$ cat src/rtl/bcd_seg_encoder_if.sv
// Value/display bundle of the two-digit BCD 7-segment encoder.
// master drives value_valid/value; slave returns ready, both7seg, ovf, done.
interface bcd_seg_encoder_if;
   logic        value_valid;
   logic [7:0]  value;
   logic        ready;
   logic [13:0] both7seg;
   logic        ovf;
   logic        done;

   modport master (
      output value_valid,
      output value,
      input  ready,
      input  both7seg,
      input  ovf,
      input  done
   );

   modport slave (
      input  value_valid,
      input  value,
      output ready,
      output both7seg,
      output ovf,
      output done
   );
endinterface

$ cat src/rtl/bcd_seg_encoder.sv
// Converts an 8-bit binary value to two registered 7-segment digits
// via a sequential double-dabble (8 shift cycles), with overflow dash.
// Ports: clk, rst (async, active-high), bus (slave): value_valid/value in,
//        ready/both7seg[13:7]=tens,[6:0]=ones/ovf/done out.
module bcd_seg_encoder #(
   parameter bit BLANK_LEADING = 1'b1,
   parameter bit ACTIVE_LOW    = 1'b0
) (
   input  logic             clk,
   input  logic             rst,
   bcd_seg_encoder_if.slave bus
);

   localparam logic [1:0] IDLE   = 2'd0;
   localparam logic [1:0] SHIFT  = 2'd1;
   localparam logic [1:0] UPDATE = 2'd2;

   localparam logic [6:0]  DASH  = 7'h40;
   localparam logic [6:0]  BLANK = 7'h00;
   localparam logic [13:0] POL   = {14{ACTIVE_LOW}};
   localparam logic [13:0] OFF14 = POL;

   function automatic logic [6:0] seg_code(input logic [3:0] d);
      logic [6:0] s;
      case (d)
         4'd0:    s = 7'h3F;
         4'd1:    s = 7'h06;
         4'd2:    s = 7'h5B;
         4'd3:    s = 7'h4F;
         4'd4:    s = 7'h66;
         4'd5:    s = 7'h6D;
         4'd6:    s = 7'h7D;
         4'd7:    s = 7'h07;
         4'd8:    s = 7'h7F;
         4'd9:    s = 7'h6F;
         default: s = BLANK;
      endcase
      return s;
   endfunction

   function automatic logic [3:0] add3(input logic [3:0] n);
      return (n >= 4'd5) ? n + 4'd3 : n;
   endfunction

   logic [1:0]  state;
   logic [2:0]  cnt;
   logic [19:0] sr;
   logic [19:0] sr_adj;
   logic [13:0] seg_nxt;
   logic        ovf_nxt;
   logic        ready_q;
   logic [13:0] seg_q;
   logic        ovf_q;
   logic        done_q;

   logic [3:0]  hund;
   logic [3:0]  tens;
   logic [3:0]  ones;
   logic [6:0]  tens_seg;

   assign hund = sr[19:16];
   assign tens = sr[15:12];
   assign ones = sr[11:8];

   // BCD columns sit above the binary byte that is shifted out the top.
   always_comb begin
      sr_adj = {add3(sr[19:16]),
                add3(sr[15:12]),
                add3(sr[11:8]),
                sr[7:0]};
   end

   always_comb begin
      tens_seg = seg_code(tens);
      if (BLANK_LEADING && tens == 4'd0) begin
         tens_seg = BLANK;
      end
      if (hund != 4'd0) begin
         seg_nxt = {DASH, DASH} ^ POL;
         ovf_nxt = 1'b1;
      end else begin
         seg_nxt = {tens_seg, seg_code(ones)} ^ POL;
         ovf_nxt = 1'b0;
      end
   end

   always_ff @(posedge clk or posedge rst) begin
      if (rst) begin
         state   <= IDLE;
         cnt     <= 3'd0;
         sr      <= 20'd0;
         ready_q <= 1'b1;
         seg_q   <= OFF14;
         ovf_q   <= 1'b0;
         done_q  <= 1'b0;
      end else begin
         done_q <= 1'b0;
         case (state)
            IDLE: begin
               if (bus.value_valid && ready_q) begin
                  sr      <= {12'd0, bus.value};
                  cnt     <= 3'd0;
                  ready_q <= 1'b0;
                  state   <= SHIFT;
               end
            end
            SHIFT: begin
               sr  <= sr_adj << 1;
               cnt <= cnt + 3'd1;
               if (cnt == 3'd7) begin
                  state <= UPDATE;
               end
            end
            UPDATE: begin
               seg_q   <= seg_nxt;
               ovf_q   <= ovf_nxt;
               done_q  <= 1'b1;
               ready_q <= 1'b1;
               state   <= IDLE;
            end
            default: begin
               state   <= IDLE;
               ready_q <= 1'b1;
            end
         endcase
      end
   end

   assign bus.ready    = ready_q;
   assign bus.both7seg = seg_q;
   assign bus.ovf      = ovf_q;
   assign bus.done     = done_q;

endmodule
$ cat src/flat_wrapper.sv
// flat-port wrapper written by rule: the top's interface ports become plain ports
module bcd_seg_encoder_flat 
#(
   parameter bit BLANK_LEADING = 1'b1,
   parameter bit ACTIVE_LOW    = 1'b0
)
  (clk, rst, bus_value_valid, bus_value, bus_ready, bus_both7seg, bus_ovf, bus_done);
  bcd_seg_encoder_if bus_i ();
  input  logic clk;
  input  logic rst;
  input wire logic [$bits(bus_i.value_valid)-1:0] bus_value_valid;
  input wire logic [$bits(bus_i.value)-1:0] bus_value;
  output wire logic [$bits(bus_i.ready)-1:0] bus_ready;
  output wire logic [$bits(bus_i.both7seg)-1:0] bus_both7seg;
  output wire logic [$bits(bus_i.ovf)-1:0] bus_ovf;
  output wire logic [$bits(bus_i.done)-1:0] bus_done;
  assign bus_i.value_valid = bus_value_valid;
  assign bus_i.value = bus_value;
  assign bus_ready = bus_i.ready;
  assign bus_both7seg = bus_i.both7seg;
  assign bus_ovf = bus_i.ovf;
  assign bus_done = bus_i.done;
  bcd_seg_encoder #(.BLANK_LEADING(BLANK_LEADING), .ACTIVE_LOW(ACTIVE_LOW)) u_core (.clk(clk), .rst(rst), .bus(bus_i));
endmodule
$ cat config.mk
export PLATFORM = sky130hd
export DESIGN_NAME = bcd_seg_encoder_flat
export DESIGN_NICKNAME = d
export VERILOG_FILES = /design/src/rtl/bcd_seg_encoder_if.sv /design/src/rtl/bcd_seg_encoder.sv /design/src/flat_wrapper.sv
export SDC_FILE = /design/constraint.sdc
export NUM_CORES = 1
export LEC_CHECK = 0
export CORE_AREA = 2 2 71 73
export CTS_BUF_LIST = sky130_fd_sc_hd__clkbuf_16
export DETAILED_ROUTE_END_ITERATION = 7
export DIE_AREA = 0 0 73 75
export PLACE_DENSITY = 0.82
export SLEW_MARGIN = 30
export SYNTH_ARGS = -nofsm -noshare
export SYNTH_HDL_FRONTEND = slang
export SYNTH_SLANG_ARGS = --single-unit
$ cat constraint.sdc
create_clock -name clk -period 1.3 [get_ports clk]
set_input_delay 0.13 -clock clk [delete_from_list [all_inputs] [get_ports clk]]
set_output_delay 0.13 -clock clk [all_outputs]
set_load 0.01 [all_outputs]
# Word-level counts from Yosys, hierarchy flattened
# Memories as Yosys holds them, arrays and structs flattened.
# Index checks and enable logic that the tools add are counted.
[totals] n_memories=2 rom_bits=224 in_bits=11 wordCells=46 register_bits=42
[classes] n_reduce_logical=8 order_cmp=3 n_bitwise=1 n_addsub=4 n_eq_ne=5 muxes=16
[mem_list] memory="(name not given)" depth=16 word_bits=7 read_ports=1 rd_ports_with_merged_regs=0 wr=0 line="bcd_seg_encoder.sv:25" rtl="case (d)"
[mem_list] memory="(name not given)" depth=16 word_bits=7 read_ports=1 rd_ports_with_merged_regs=0 wr=0 line="bcd_seg_encoder.sv:25"
[op_table] cell="case mux 20 bit (2 select lines)" n=1
[op_table] cell="two-way mux 20 bit" n=1
[op_table] cell="two-way mux 14 bit" n=1
[op_table] cell=">= comparator 4 x 3 -> 1 bit, second input constant" n=3
[op_table] cell="adder 4 x 2 -> 4 bit, second input constant" n=2
[op_table] cell="two-way mux 4 bit" n=2
[op_table] cell="two-way mux 7 bit" n=1
[op_table] cell="two-way mux 3 bit" n=2
[op_table] cell="case mux 3 bit (2 select lines)" n=1
[op_table] cell="AND reduction 2 bit" n=3
[op_table] cell="zero test 4 bit" n=1
[op_table] cell="two-way mux 2 bit" n=2
[op_table] cell="inequality test 2 x 1 -> 1 bit, second input constant" n=2
[op_table] cell="case mux 2 bit (2 select lines)" n=1
[op_table] cell="nonzero test 4 bit" n=1
[op_table] cell="adder 3 x 1 -> 3 bit, second input constant" n=1
[op_table] cell="adder 3 x 2 -> 3 bit, second input constant" n=1
[op_table] cell="== test 3 bit, second input constant" n=1
[op_table] cell="two-way mux 1 bit" n=3
[op_table] cell="== test 2 x 1 -> 1 bit, second input constant" n=1
[op_table] cell="== test 2 bit, second input constant" n=1
[op_table] cell="zero test 2 bit" n=1
[op_table] cell="case mux 1 bit (2 select lines)" n=1
[op_table] cell="nonzero test 2 bit" n=1
[op_table] cell="other kinds (2)" n=2

# Depth between registers and ports, before layout
# Gate-level depths: netlist of run 1.
[logic_depth] word_depth=3 mapped_depth=6 mapped_depth_nobuf=6

# Worst setup path after synthesis of run 1
# OpenSTA, ideal clock, no wires.
[synth_timing] path_type="reg-to-reg" startpoint="register u_core.sr[9]" endpoint="register u_core.sr[10]" period_less_slack_ps=1466 arrival_time_ps=1345 path_slack_ps=-166 path_stages_with_launch=7 path_cell_list="dfrtp_1 -> inv_1 -> ha_1 -> nand2b_1 -> a21oi_1 -> mux2i_1 -> a22o_1"
[synth_via] elab_chain_cells=3 elab_cells_between_ends=4 classes_between="add/sub: 1; order compare: 1; mux: 2"
[synth_lines] element="start, declared" line="bcd_seg_encoder.sv:47" rtl="logic [19:0] sr;"
[synth_lines] element="start signal, assigned" line="bcd_seg_encoder.sv:101" rtl="sr <= {12'd0, bus.value};"
[synth_lines] element="start signal, assigned" line="bcd_seg_encoder.sv:108" rtl="sr <= sr_adj << 1;"
[synth_lines] element="adder 4 x 2 -> 4 bit or >= comparator 4 x 3 -> 1 bit (tied branches)" line="bcd_seg_encoder.sv:42" rtl="return (n >= 4'd5) ? n + 4'd3 : n;"
[synth_lines] element="two-way mux 4 bit (*)" line="bcd_seg_encoder.sv:42"
[synth_lines] element="case mux 20 bit (2 select lines) (*)" line="bcd_seg_encoder.sv:98" rtl="case (state)"
# Mark *: on every way between the ends. The rest lies on a longest branch, timed or not.
# A chain may end at the register's enable or synchronous reset.

# Worst setup path after layout of run 1
# Ends and elaborated chain as after synthesis.

==> flow_summary.toml, run 1 <==
[outcome]
result_of_the_run = "finished, violations left"
failed_checks = "negative setup slack"

[die]
die_area_um2 = 5480
core_area_um2 = 4660
ioPinCount = 28
dieWidth_um = 73
die_y_um = 75
placementRows = 25
start_util_pct = 48.6

[layout]
sequential_cell_area_um2 = 1060
layout-area-overhead-vs-synth_pct = 40.8
antenna-diode-count = 0
fill_cells = 343
drive_gt1_share_pct = 29.6
multi_input_comb_area_um2 = 1310
post_layout_nonfiller_instances = 341
final_net_count = 314
post-route-util_pct = 68.4

[route]
drt_wl_total_mm = 5.13
vias_per_cell = 5.34
drt_first_pass_iters = 4
avgRoutedWirePerCell_um = 15.0
starting_drt_drc_count = 130
detail_route.drc_violations = 0
antenna_violating_nets_post_route = 0
detailroute.via_count = 1822

[sta]
finalWorstSetupSlack_ns = -0.0651
final_max_slew_viol_count = 0
time_the_worst_path_needs_with_i_o_delays_and_setup_ns = 1.37
clock_skew_ns = 0.00739
setup_total_negative_slack_ns = -0.294
final_min_period_over_clock_period_pct = 105
max_clock_freq_mhz = 733
worst_margin_slew_ns = 0.268
hold_slack_ns = 0.220
setup_violations_final = 8
grt_setup_unrepaired = "true"
hold_viol = 0
timing.slew.headroom_pct = 82.0

[worst_setup_path]
path_buf_inv = 1
timing.reg2reg.worst_path_depth = 6
worstPathCellList = "inv_2 -> ha_2 -> nand2b_4 -> a21oi_4 -> mux2i_1 -> a22o_1"
max_stage_delay_ns = 0.36
crit_cells = 6
worst_setup_path_end_kind = "register"
crit_path_class = "register to register"
critical_path_arrival_ns = 1.58
critical_path_peak_fanout = 5
timing.critical_path.required_ns = 1.51
timing.critical_path.max_delay_family = "flip-flops"
worst_setup_path_start_kind = "register"
crit_path_top_delay_cell = "dfrtp_1"

[clock_tree]
worst_skew_pair_latency_ns = 0.28
htree_num_levels = 2
clock-root-buffer = "clkbuf_16"
cts_buffer_depth = 2
cts_tree = "yes"
clock_buffers_created_by_tritoncts = 5
clk_pin_slew_worst_paths_ns = 0.06
cts.hold.buffers_added = 0
clock_sink_count = 42

[global_route]
number_of_global_route_vias_before_repair = 1825
grtUsageTotal_pct = 19.7
global_route.usage.met1_pct = 23.3
grt_antenna_before_repair = 0
grt_use_met3_pct = 5.35
grt_start_max_net_pins = 43
grt_first_pass_wirelength_mm = 8.22
gr-max-usage-layer = "met2"
global_route.overflow_total = 0
use_met2_pct = 34.7

[worst_hold_path]
timing.hold.worst.class = "input port to async pin"

[job]
drv.max_cap_violation_count = 0

[synth]
ys_types = 36
netlist.area_leader.share_pct = 45.3
netlist_top_cells_area = "dfrtp_1, ha_1, nand2_1"
netlist_instances = 234
yosys_warnings = 0
synth.cell_area_um2 = 2260
post_synth.cell_area_avg_um2 = 9.67
postSynthRegisterBits = 42
synth.yosys.seq_area_share_pct = 46.5
synthesis.nets = 262
synthDominantAreaCellType = "dfrtp_1"

[power]
power.ir.vdd_worst_mv = 1.19
cellLeakagePower_nw = 1.69
power_per_cell_area_nw_per_um2 = 2270

[place]
detailed_place_hpwl_mm = 3.32
detailedPlace.worstSlack_ns = -0.0825
place.detailed.instances = 330
gp_routability_congestion = 0.775
io_buffers = 27
-- cell families after synthesis --
kind of cell	synth area share [%]
multiplexers	4.86
buffers and inverters	4.98
AO/OA/AOI/OAI	15.8
flip-flops	46.5
XOR/XNOR	1.93
adder cells (fa/ha/maj)	9.40
AND/OR/NAND/NOR	16.5
-- worst reg2reg max path: stages (launching register included) --
cell and delay [ns]:
dfrtp_1 0.36, inv_2 0.08, ha_2 0.17, nand2b_4 0.15, a21oi_4 0.15, mux2i_1 0.24, a22o_1 0.16
-- per-stage QoR --
stage	power [W]	area, um^2
after floorplan	0.00431	2340
after global placement	0.00539	2840
after detailed placement	0.00555	2840
after CTS	0.00687	3010
after global routing	0.00775	3190
final	0.00722	3190
-- worst paths after layout --
path | startpoint | to | slack, ns
max reg2reg | u_core.sr[9] | u_core.sr[10] | -0.07
max in group asynchronous | rst | u_core.bus.ready | 0.81
min in group clk | u_core.bus.both7seg[9] | u_core.bus.both7seg[9] | 0.47
max | u_core.sr[9] | u_core.sr[10] | -0.07
min | rst | u_core.bus.both7seg[0] | 0.22
min reg2reg | u_core.bus.both7seg[9] | u_core.bus.both7seg[9] | 0.47
-- sequential cells by signal, indices dropped and copies added (netlist names) --
register             cells
u_core.sr               20
u_core.bus.both7seg     14
u_core.cnt               3
u_core.state             2
u_core.bus.done          1
u_core.bus.ovf           1
u_core.bus.ready         1
-- report_power, final --
part           internal [W]  leakage, nW  switching, W
Clock              0.000690       0.0738      0.000462
Sequential          0.00180        0.539      0.000421
Combinational       0.00192         1.08       0.00194
Total               0.00440         1.69       0.00282
-- final cells by class --
class / count / area share (%)
Clock buffer: 5 / 3.93
Clock inverter: 3 / 0.353
Inverter: 11 / 1.53
Multi-Input combinational cell: 168 / 41.0
Sequential cell: 42 / 33.2
Tap cell: 54 / 2.12
Timing Repair Buffer: 58 / 17.9
-- metal layers --
layer  up-vias  wire length, um
met3         8              235
li1        895                -
met5         -                0
met1       869             2200
met4         0               96
met2        50             2600
-- what timing repair did --
| action | CTS | global route |
|---|---|---|
| buffers inserted | 0 | 3 |
| endpoints found under the setup margin | 19 | 35 |
| pin swaps | 5 | 9 |
| gates resized for setup | 17 | 42 |
-- cell usage in the layout, fill, tap and decap left out, drive strengths merged, types with 4 or more instances in the layout --
cell type	synthesis	final
dfrtp	41	41
nand2	37	37
buf	10	31
o21ai	29	29
nor2	17	17
ha	17	17
a21oi	13	13
inv	11	13
dlymetal6s2s	0	12
mux2i	11	11
clkdlybuf4s50	0	10
nand2b	9	9
a22o	7	7
clkbuf	3	5
dlygate4sd2	0	5
nand3	5	5
xnor2	4	4
-- synthesized netlist by cell type --
cell and number:
nand4_1 1, o21ai_0 14, a22o_1 7, o21a_1 1
xnor2_1 4, a22oi_1 1, nand3_1 4, xor2_1 1
and2_1 2, buf_4 3, nand2_1 37, and2_4 1
dfstp_2 1, a21oi_1 12, nor3_1 2, o31ai_1 1
and3_1 1, ha_1 17, dfrtp_1 41, mux2i_1 11
nand3_4 1, nand2b_4 1, clkbuf_1 3, buf_2 7
o21ai_2 5, nand3b_4 1, nand2b_1 8, nor2b_1 1
inv_1 10, o22ai_1 3, o21ai_1 10, a21oi_2 1
nor2_1 17, o211ai_1 1, a21o_1 2, inv_4 1
(Power assumes the default switching activity.)
==> run 2: changes to the inputs <==
--- a/config.mk
+++ b/config.mk
@@ -5,11 +5,12 @@
 export SDC_FILE = /design/constraint.sdc
 export NUM_CORES = 1
 export LEC_CHECK = 0
-export CORE_AREA = 2 2 71 73
+export CORE_AREA = 2 2 70 79
 export CTS_BUF_LIST = sky130_fd_sc_hd__clkbuf_16
 export DETAILED_ROUTE_END_ITERATION = 7
-export DIE_AREA = 0 0 73 75
-export PLACE_DENSITY = 0.82
+export DIE_AREA = 0 0 72 81
+export DONT_BUFFER_PORTS = 1
+export PLACE_DENSITY = 0.7
 export SLEW_MARGIN = 30
 export SYNTH_ARGS = -nofsm -noshare
 export SYNTH_HDL_FRONTEND = slang
==> run 2 against run 1 <==
  * The run still ends with negative setup slack left
  * Die area up 6.5%
  * Sequential share of layout area up 2.9 points
  * Maximum frequency up 0.98%
  * Largest power group unchanged
==> flow_summary.toml, run 2 (same netlist as run 1, synthesis figures left out) <==
[sta]
hold_viol = 0
max_clock_freq_mhz = 740
final_max_slew_viol_count = 0
setup_violations_final = 5
grt_setup_unrepaired = "true"
finalWorstSetupSlack_ns = -0.0518
timing.slew.headroom_pct = 82.5
clock_skew_ns = 0.00353
final_min_period_over_clock_period_pct = 104
time_the_worst_path_needs_with_i_o_delays_and_setup_ns = 1.35
worst_margin_slew_ns = 0.262

[layout]
antenna-diode-count = 0
final_net_count = 296
number_of_flip_flops_in_the_largest_register = 20
layout-area-overhead-vs-synth_pct = 29.3
design_area_um2 = 2930
max_flop_register = "u_core.sr"
final_cell_mix = "dfrtp_1, buf_4, nand2_1"
drive_gt1_share_pct = 34.2
layout_commonest_cell = "dfrtp_1"
post_layout_nonfiller_instances = 329

[worst_setup_path]
worst_setup_path_end_kind = "register"
crit_path_class = "register to register"
critical_path_arrival_ns = 1.51
path_buf_inv = 1
critical_path_peak_fanout = 4
rr_endpoint = "u_core.bus.both7seg[3]"
worstPathCellList = "inv_4 -> ha_1 -> nand2b_1 -> a21oi_1 -> o21ai_0"
r2r_setup_slack_ns = -0.05
timing.critical_path.max_delay_family = "flip-flops"
worst_setup_path_start_kind = "register"
max_stage_delay_ns = 0.43
crit-reg2reg-launch = "u_core.sr[8]"
timing.reg2reg.worst_path_depth = 5
crit_path_top_delay_cell = "dfrtp_2"
timing.critical_path.required_ns = 1.46

[place]
post_dp_cell_area_um2 = 2610
place.detailed.instances = 314
io_buffers = 0
gp_routability_congestion = 0.815
detailed_place_hpwl_mm = 3.19

[worst_hold_path]
min_delay_path_depth = 2
whs_endpoint = "u_core.sr[3]"
timing.hold.worst.class = "input port to register"
timing.hold.worst.start = "bus_value[3]"

[power]
switching_share_pct = 39.5
power_per_cell_area_nw_per_um2 = 2410
power.combinational.fraction_pct = 51.0
seq_power_share_pct = 32.2
power.net_switching_w = 0.00279
power.ir.vdd_worst_mv = 1.01
internal_power_w = 0.00427
share_clk_of_total_power_pct = 16.8
cellLeakagePower_nw = 1.42

[route]
vias_per_cell = 5.38
drt_wl_total_mm = 4.71
drt_first_pass_iters = 4
antenna_violating_nets_post_route = 0
detailroute.via_count = 1769
detail_route.drc_violations = 0
avgRoutedWirePerCell_um = 14.3
starting_drt_drc_count = 112

[global_route]
grt_antenna_before_repair = 0
grt_start_max_net_pins = 43
global_route.overflow_total = 0
grt_first_pass_wirelength_mm = 8.07
number_of_global_route_vias_before_repair = 1806
grtUsageTotal_pct = 17.5

[die]
start_util_pct = 44.0
dieWidth_um = 72
placementRows = 28
core_area_um2 = 5150
die_area_um2 = 5830
ioPinCount = 28
die_y_um = 81

[clock_tree]
htree_num_levels = 2
clock_buffers_created_by_tritoncts = 5
cts_tree = "yes"
clk_pin_slew_worst_paths_ns = 0.06
cts_buffer_depth = 2
worst_skew_pair_latency_ns = 0.28
clock_sink_count = 42
clock-root-buffer = "clkbuf_16"

[outcome]
failed_checks = "negative setup slack"
result_of_the_run = "finished, violations left"

[job]
drv.max_cap_violation_count = 0
[run 2: area by class of cell]
class	count	area, um^2
Fill cell	454	2220
Multi-Input combinational cell	168	1280
Sequential cell	42	1060
Timing Repair Buffer	40	322
Clock buffer	5	125
Tap cell	60	75.1
Inverter	11	51.3
Clock inverter	3	12.5
[run 2: what timing repair did]
action                                  CTS  global route
buffers inserted                          4             1
resized for setup                        15            18
cloned                                    0             0
endpoints found under the hold margin    42             0
endpoints found under the setup margin   14            23
hold buffers                              2             0
pin swaps                                 8            10
[run 2: metrics by stage]
step / hold WS, ns / TNS [ns] / total power, W / setup slack [ns] / utilization (%)
finish: 0.0298 / -0.110 / 0.00706 / -0.0518 / 56.8
global route: 0.0472 / -0.905 / 0.00757 / -0.102 / 56.8
CTS: 0.0337 / -0.117 / 0.00690 / -0.0358 / 55.8
detailed placement: 0.101 / -0.402 / 0.00537 / -0.0587 / 50.7
global placement: 0.104 / -0.0371 / 0.00528 / -0.0217 / 50.7
floorplan: 0.263 / -0.0411 / 0.00431 / -0.0264 / -
[run 2: how the worst max path moves through the flow]
| stage | from | end | slack (ns) | cells after the start |
|---|---|---|---|---|
| 6_report | u_core.sr[8] | u_core.bus.both7seg[3] | -0.05 | 5 |
| 3_3_place_gp | u_core.sr[17] | u_core.sr[18] | -0.02 | 6 |
| 5_1_grt | u_core.sr[8] | u_core.bus.both7seg[3] | -0.10 | 5 |
| 3_5_place_dp | u_core.sr[17] | u_core.bus.both7seg[8] | -0.06 | 5 |
| 2_1_floorplan | u_core.sr[9] | u_core.sr[10] | -0.03 | 6 |
| 4_1_cts | u_core.sr[9] | u_core.sr[10] | -0.04 | 6 |
[run 2: power groups by stage]
stage | Clock, W | Sequential [W] | Combinational, W
after floorplan | 0 | 0.00220 | 0.00212
after global placement | 0 | 0.00224 | 0.00304
after detailed placement | 0 | 0.00227 | 0.00310
after CTS | 0.00120 | 0.00228 | 0.00342
after global routing | 0.00125 | 0.00235 | 0.00397
final | 0.00119 | 0.00227 | 0.00360
[run 2: layer usage]
metal	part of all wire, %	up-vias	GRT usage [%]	routed length, um
met4	1.4	0	5.47	66
met2	52	42	31.9	2430
met5	0	-	0	0
met3	4.8	8	4.71	226
met1	42	861	20.0	1980
li1	-	858	-	-
==> run 3: changes to the inputs <==
--- a/config.mk
+++ b/config.mk
@@ -5,6 +5,7 @@
 export SDC_FILE = /design/constraint.sdc
 export NUM_CORES = 1
 export LEC_CHECK = 0
+export ABC_CLOCK_PERIOD_IN_PS = 1300
 export CORE_AREA = 2 2 70 79
 export CTS_BUF_LIST = sky130_fd_sc_hd__clkbuf_16
 export DETAILED_ROUTE_END_ITERATION = 7
@@ -15,3 +16,4 @@
 export SYNTH_ARGS = -nofsm -noshare
 export SYNTH_HDL_FRONTEND = slang
 export SYNTH_SLANG_ARGS = --single-unit
+export TNS_END_PERCENT = 100
==> results of run 3 <==
The final DEF is identical to that of run 2; final timing and power are the same.
==> edit, RTL diff (flow settings as in run 3) <==
Reset style: synchronous (`rst`), changed in one clocked block. Comments in the files are not updated.
--- a/src/rtl/bcd_seg_encoder.sv
+++ b/src/rtl/bcd_seg_encoder.sv
@@ -85,5 +85,5 @@
    end
 
-   always_ff @(posedge clk or posedge rst) begin
+   always_ff @(posedge clk) begin
       if (rst) begin
          state   <= IDLE;
Function: differs if rst is asserted again (counterexample within 4 cycles, from zero or initial values and one cycle with rst high); with rst held inactive, the same outputs for 10 cycles.
==> edit against run 3 <==
  * The run still ends with negative setup slack left
  * Area after synthesis grew 26%
  * Maximum frequency shrank 37%
  * Sequential cell count grew 14
  * Design area grew 55%
  * Worst setup slack lost 800 ps
  * Die area is the same
  * Routed wire length grew 120%
  * Largest cell class unchanged
Power is left out: it rests on default switching activity, and per cell area and clock period it moved more than threefold.
==> edit: results (changes against run 3) <==
outcome=complete, but fails checks; failing checks=negative setup slack; ys async rst share=0 (-1.00); # setup viols final=49 (+44); top cells by count, synth=dfxtp_1, nor2_1, nand2_1; Worst slew margin=0.664 (-0.161); Yosys cell types=55 (+53%); register area share after synthesis=0.393 (-0.0716); Synth top area share=0.393 (-0.0600); Fin Setup TNS=-16290 ps (-16180 ps); Mapped Nets=349 (+33%); setup ws final=-854 ps (-802 ps); layout cells sized above 1=0.566 (+0.224); detailed placement HPWL=4740 µm (+49%); Final GP Congestion=0.920 (+13%); vias per cell=6.33 (+18%); worst r2r path cells=11 (+6); DRT iter0 DRCs=193 (+72%); Worst Setup SP=u_core.sr[13]; first-pass GRT wire length=12200 µm (+51%); Total Routing Usage GR=0.267 (+0.0920); FF-to-FF setup slack=-850 ps (-800 ps); largest net degree at the start of global routing=37 (-14%); CP arrival=2340 ps (+830 ps); hold wc startpoint=rst
==> edit: cell type report <==
class / instances / area [µm²]
tap: 60 / 75.1
fill: 192 / 601
multi-input combinational: 224 / 2210
clock inverter: 3 / 21.3
sequential: 56 / 1140
timing repair buffer: 97 / 892
clock buffer: 5 / 125
inverter: 18 / 80.1
==> edit: repair_timing <==
item | in CTS | in global routing
gates cloned | 1 | 1
pin swaps | 23 | 48
resized for setup | 57 | 97
hold endpoints to repair | 36 | 2
buffers inserted | 10 | 18
hold buffers | 2 | 2
endpoints found under the setup margin | 44 | 47
==> edit: logic make-up (layout without fill, tap and decap cells) <==
group           Yosys count  count (layout)  share of synthesized area
simple gates            104             104                      0.186
mux                       4               4                     0.0145
buf+inv                  38             123                     0.0623
fa+ha+maj                20              20                     0.0878
xor+xnor                  2               2                    0.00615
compound gates           94              94                      0.250
flops                    56              56                      0.393
==> edit: worst max-delay path by stage <==
stage	end	slack (ps)
after floorplan	register	-710
after global placement	register	-670
after detailed placement	register	-740
after CTS	register	-710
after global routing	register	-910
final	register	-850
==> edit: stage by stage <==
step / utilization / hold WS (ps) / worst slack [ps] / instances
2_1_floorplan: - / 289 / -706 / 318
3_3_place_gp: 0.673 / 199 / -673 / 425
3_5_place_dp: 0.673 / 199 / -736 / 425
4_1_cts: 0.769 / 1.62 / -714 / 445
5_1_grt: 0.883 / 33.2 / -910 / 463
6_report: 0.883 / 24.0 / -854 / 463
==> edit: layer usage <==
layer	wire, µm	GRT usage
met3	597	0.0459
met5	0	0
met1	3950	0.318
met2	5260	0.467
met4	363	0.128
==> edit: worst max-delay path: cells and delay by family (launching register included) <==
| kind | cells | cell delay (ps) |
|---|---|---|
| adder cells (fa/ha/maj) | 2 | 330 |
| AO/OA/AOI/OAI | 4 | 840 |
| AND/OR/NAND/NOR | 2 | 290 |
| flip-flops | 1 | 350 |
| buffers and inverters | 3 | 220 |
